==> config.mk <==
export PLATFORM = sky130hd
export DESIGN_NAME = ext_spi_master
export DESIGN_NICKNAME = d
export VERILOG_FILES = /design/src/rtl/ext_spi_master.sv
export SDC_FILE = /design/constraint.sdc
export NUM_CORES = 1
export LEC_CHECK = 0
export BUFFER_PORTS_ARGS = -buffer_cell sky130_fd_sc_hd__buf_2
export CAP_MARGIN = 20
export CORE_ASPECT_RATIO = 0.7
export CORE_MARGIN = 4
export CORE_UTILIZATION = 23
export CTS_CLUSTER_SIZE = 25
export DETAILED_ROUTE_END_ITERATION = 10
export HOLD_SLACK_MARGIN = 0.12
export PLACE_DENSITY_LB_ADDON = 0.05
export RECOVER_POWER = 100
export SKIP_CTS_REPAIR_TIMING = 1
export SLEW_MARGIN = 20
export SYNTH_ARGS = -nofsm -noshare
export SYNTH_HDL_FRONTEND = slang
export SYNTH_SLANG_ARGS = --single-unit
==> constraint.sdc <==
create_clock -name clk -period 5.5 [get_ports clk]
set_input_delay 0.275 -clock clk [delete_from_list [all_inputs] [get_ports clk]]
set_output_delay 0.275 -clock clk [all_outputs]
set_load 0.005 [all_outputs]
==> src/rtl/ext_spi_master.sv <==
// SPI initiator for the ext CPLD register link: one 16-bit frame {5'b0, reg, data} per command,
// capturing the CPLD reply {8'hEE, bus snapshot} in the same frame.
module ext_spi_master #(
   parameter int CLK_DIV = 4,
   parameter int GAP_CYC = 8
) (
   input  logic       clk,
   input  logic       rst,
   input  logic       cmd_valid,
   output logic       cmd_ready,
   input  logic [2:0] cmd_reg,
   input  logic [7:0] cmd_data,
   output logic       rsp_valid,
   output logic [7:0] rsp_data,
   output logic       rsp_sync,
   output logic       busy,
   output logic       sck,
   output logic       ss_n,
   output logic       mosi,
   input  logic       miso
);

   localparam int DW = $clog2(CLK_DIV);
   localparam int GW = (GAP_CYC > 2) ? $clog2(GAP_CYC) : 1;
   localparam logic [DW-1:0] DIV_LAST = DW'(CLK_DIV - 1);
   localparam logic [GW-1:0] GAP_LAST = GW'((GAP_CYC >= 2) ? (GAP_CYC - 2) : 0);

   typedef enum logic [2:0] {IDLE, SETUP, SHIFT, HOLD, GAP} state_t;

   state_t          state;
   logic [DW-1:0]   div_cnt;
   logic [GW-1:0]   gap_cnt;
   logic [4:0]      bit_cnt;
   logic [15:0]     sh;
   logic [15:0]     cap;

   always_ff @(posedge clk or posedge rst) begin
      if (rst) begin
         state     <= IDLE;
         div_cnt   <= '0;
         gap_cnt   <= '0;
         bit_cnt   <= '0;
         sh        <= '0;
         cap       <= '0;
         cmd_ready <= 1'b0;
         rsp_valid <= 1'b0;
         rsp_data  <= '0;
         rsp_sync  <= 1'b0;
         busy      <= 1'b0;
         sck       <= 1'b0;
         ss_n      <= 1'b1;
         mosi      <= 1'b0;
      end else begin
         rsp_valid <= 1'b0;
         case (state)
            IDLE: begin
               if (cmd_valid && cmd_ready) begin
                  sh        <= {5'b0, cmd_reg, cmd_data};
                  cap       <= '0;
                  bit_cnt   <= '0;
                  div_cnt   <= '0;
                  cmd_ready <= 1'b0;
                  busy      <= 1'b1;
                  state     <= SETUP;
               end else begin
                  cmd_ready <= 1'b1;
               end
            end
            // First SETUP cycle drops ss_n; the divider then runs one half-period before rise 1.
            SETUP: begin
               if (ss_n) begin
                  ss_n    <= 1'b0;
                  mosi    <= sh[15];
                  div_cnt <= '0;
               end else if (div_cnt == DIV_LAST) begin
                  div_cnt <= '0;
                  sck     <= 1'b1;
                  mosi    <= sh[15];
                  sh      <= {sh[14:0], 1'b0};
                  state   <= SHIFT;
               end else begin
                  div_cnt <= div_cnt + 1'b1;
               end
            end
            SHIFT: begin
               if (div_cnt == DIV_LAST) begin
                  div_cnt <= '0;
                  if (sck) begin
                     sck     <= 1'b0;
                     cap     <= {cap[14:0], miso};
                     bit_cnt <= bit_cnt + 5'd1;
                     if (bit_cnt == 5'd15)
                        state <= HOLD;
                  end else begin
                     sck  <= 1'b1;
                     mosi <= sh[15];
                     sh   <= {sh[14:0], 1'b0};
                  end
               end else begin
                  div_cnt <= div_cnt + 1'b1;
               end
            end
            HOLD: begin
               if (div_cnt == DIV_LAST) begin
                  div_cnt   <= '0;
                  gap_cnt   <= '0;
                  ss_n      <= 1'b1;
                  mosi      <= 1'b0;
                  rsp_valid <= 1'b1;
                  rsp_data  <= cap[7:0];
                  rsp_sync  <= (cap[15:8] == 8'hEE);
                  if (GAP_CYC <= 1) begin
                     state     <= IDLE;
                     busy      <= 1'b0;
                     cmd_ready <= 1'b1;
                  end else begin
                     state <= GAP;
                  end
               end else begin
                  div_cnt <= div_cnt + 1'b1;
               end
            end
            // The HOLD exit cycle already counts as the first ss_n-high cycle.
            GAP: begin
               if (gap_cnt == GAP_LAST) begin
                  state     <= IDLE;
                  busy      <= 1'b0;
                  cmd_ready <= 1'b1;
               end else begin
                  gap_cnt <= gap_cnt + 1'b1;
               end
            end
            default: state <= IDLE;
         endcase
      end
   end

endmodule

==> metrics.txt <==
clock network power share=0.316; Routed Antenna Nets=0; GR Overflow Total=0; clk_skew=4.682 ps; fin. max-slew vios=83; Yosys top cell area share=0.5344; I/O pin count=30; largest net degree at the start of global routing=slightly above 60; DR pass1 iterations=4; GRT Util Overall=0.09112; Min-Delay Endpoint=cap[0]; drt via density=4.282; die width=139.0 µm; worst-margin pin slew=about 3400 ps; syn avg cell area=11.71 µm²; DR WL/cell=~13 µm; critical path type=register to register; max-cap violations=2; Post-synth top cells=59 x dfrtp_1, 40 x nand2_1, 20 x a22o_1, 15 x mux2_4, 12 x o21ai_0; Initial Utilization=0.2356; Logic pwr share=0.298; area of the multi-input gates=0.001097 mm²; Synthesis Warnings=0; status=finished with violations; Worst Setup End Kind=register; Tcrit/Tclk final=0.5944; clock sinks=60; Seq pwr share=0.386; Clock Path Buffers=2; cts bufs inserted=9; register area=0.001503 mm²; fin area=between 0.003 and 0.004 mm²; cell with the most instances after synthesis=dfrtp_1; WHS Path Cells=2; sw power=0.5479 mW; Mapped Nets=256; post-route minimum period=3269 ps; Rel. slew slack=-1.275; FF+latch count, synth=60; RSZ-0062 raised after global routing=false; CTS tree=done; CTS Root Cell=clkbuf_16; top cell type by total area after synthesis=dfrtp_1; DR vias=1824; CP startpoint kind=register; Post-DP HPWL=3580 µm; # setup viols final=0; worst reg-to-reg path cell count=3; Worst-path clk slew=50 ps; FP Rows=33; Post-Place Cell Area=0.003017 mm²; die height=99.70 µm; failing checks=max-capacitance violations, max-slew violations; vias in the first global route=~1900; Switching Share=0.3231; mapped cell area=0.002763 mm²; fraction of registers with async set/reset=1.000; Cell variety after synth=40; EDFF count, synth=0; initial antenna violation count=0; final hold violations=0; Iteration-0 DRC Markers=86; Routed Wire Length=5704 µm; I/O Buffers=29; register-to-register setup slack=2230 ps; layout cell share with drive strength beyond 1=0.2082; CP required=5600 ps; Residual DRC=0; sequential share of the synthesized area=0.5439; Net count, final=284; Leak Pwr=approximately 1.5 nW; Cell Int Power=1.148 mW; # diodes=0; Worst-Skew Late Latency=between 300 and 400 ps; reg2reg end=bit_cnt[1]; Fill cells=~1300; Data arrival, critical path=between 3000 and 4000 ps; R2R Path Start=state[1]; Max FO, Critical Path=21; CTS H-Tree Depth=3; RePlAce Congestion=0.6829; Post-Syn Instances=236; hold crit path type=input port to register; Power Density=about 520 mW/mm²; first-pass GRT wire length=9880 µm; worst vdd ir=134.2 µV; Area Growth Syn to Fin=17.84%; highest clock rate=305.9 MHz; Die ar.=roughly 0.014 mm²; ys flop type=dfrtp_1; largest cells by area after synthesis=dfrtp_1 53%, mux2_4 8.2%, a22o_1 6.3%, nand2_1 5.4%, mux2_2 3.7%; worst hold start=miso; Core Box Area=between 0.01 and 0.015 mm²; TNS Setup=0 ps
[cells in the final DEF (no fill, tap or decap), types with 2 or more instances in the layout]
master     count
buf_2         22
mux2i_1        4
clkbuf_1       8
mux2_4         6
nand2_1       40
mux2_1         9
a21oi_1        8
mux2_2         9
ha_1           5
clkbuf_16      9
clkbuf_8       3
and3_1         2
o31ai_1        2
dfrtp_1       59
a22o_1        20
inv_1          7
o21ai_0       12
nor2b_1        4
nand4b_1       2
nor3_1         6
nand3_1        6
nor2_1         5
clkinv_2       3
[power groups by stage]
stage	Combinational, mW	Sequential [mW]	Clock (mW)
final	0.505	0.655	0.536
after global routing	0.577	0.675	0.576
after floorplan	0.533	0.617	0
after global placement	0.573	0.670	0
after detailed placement	0.571	0.665	0
after CTS	0.577	0.659	0.555
[layer usage]
metal	wire length, µm	vias up	global-route usage	part of all wire
met5	0	-	0	0
met4	89	0	0.03158	0.016
met3	260	8	0.04277	0.046
met2	2257	27	0.1227	0.40
met1	3096	895	0.1272	0.54
li1	-	894	-	-
[worst max-delay path by stage]
stage	slack [ps]	start	end	cells past startpoint
after detailed placement	2980	state[2]	sh[8]	3
after floorplan	3740	rst	bit_cnt[0]	1
after global placement	3020	state[2]	sh[8]	3
after global routing	1440	rst	div_cnt[1]	3
final	2230	state[1]	bit_cnt[1]	3
after CTS	2970	state[2]	sh[8]	3
[state kept, by name, summed over array words and instances (netlist names)]
| signal | cells |
|---|---|
| sh | 16 |
| rsp_sync | 1 |
| ss_n | 1 |
| div_cnt | 2 |
| bit_cnt | 5 |
| mosi | 1 |
| rsp_data | 8 |
| state | 3 |
| rsp_valid | 1 |
| gap_cnt | 3 |
| busy | 1 |
| sck | 1 |
| cmd_ready | 1 |
| cap | 16 |
[through the flow]
stage,util,instances,setup WS (ps),power (mW),hold WS [ps]
floorplan,-,236,3742,1.150,407.5
global placement,0.2573,410,3022,1.244,458.7
detailed placement,0.2573,410,2975,1.237,457.8
CTS,0.2819,426,2971,1.790,169.4
global route,0.2776,426,1438,1.827,180.3
finish,0.2776,426,2231,1.696,181.9
[layout make-up]
type                    instances  share of cell area
clock buffers                  12             0.08186
flip-flops and latches         60              0.4616
clock inverters                 4            0.006918
multi-input cells             155              0.3370
repair buffers                 30             0.04304
inverters                       8            0.009224
well taps                     157             0.06034
[worst max-delay path, stage by stage, from the launching register on]
cell and delay (ps):
dfrtp_1 700, and3b_1 280, o21ai_0 1730, o21ai_0 320
[cell families after synthesis]
kind of cell	count (synthesis)	share of synthesized area
AND/OR/NAND/NOR	73	0.1250
flip-flops	60	0.5439
AO/OA/AOI/OAI	47	0.1200
multiplexers	28	0.1327
buffers and inverters	21	0.04665
adder cells (fa/ha/maj)	5	0.02264
XOR/XNOR	2	0.009060
Note: power is estimated with default switching activity, not from simulation.
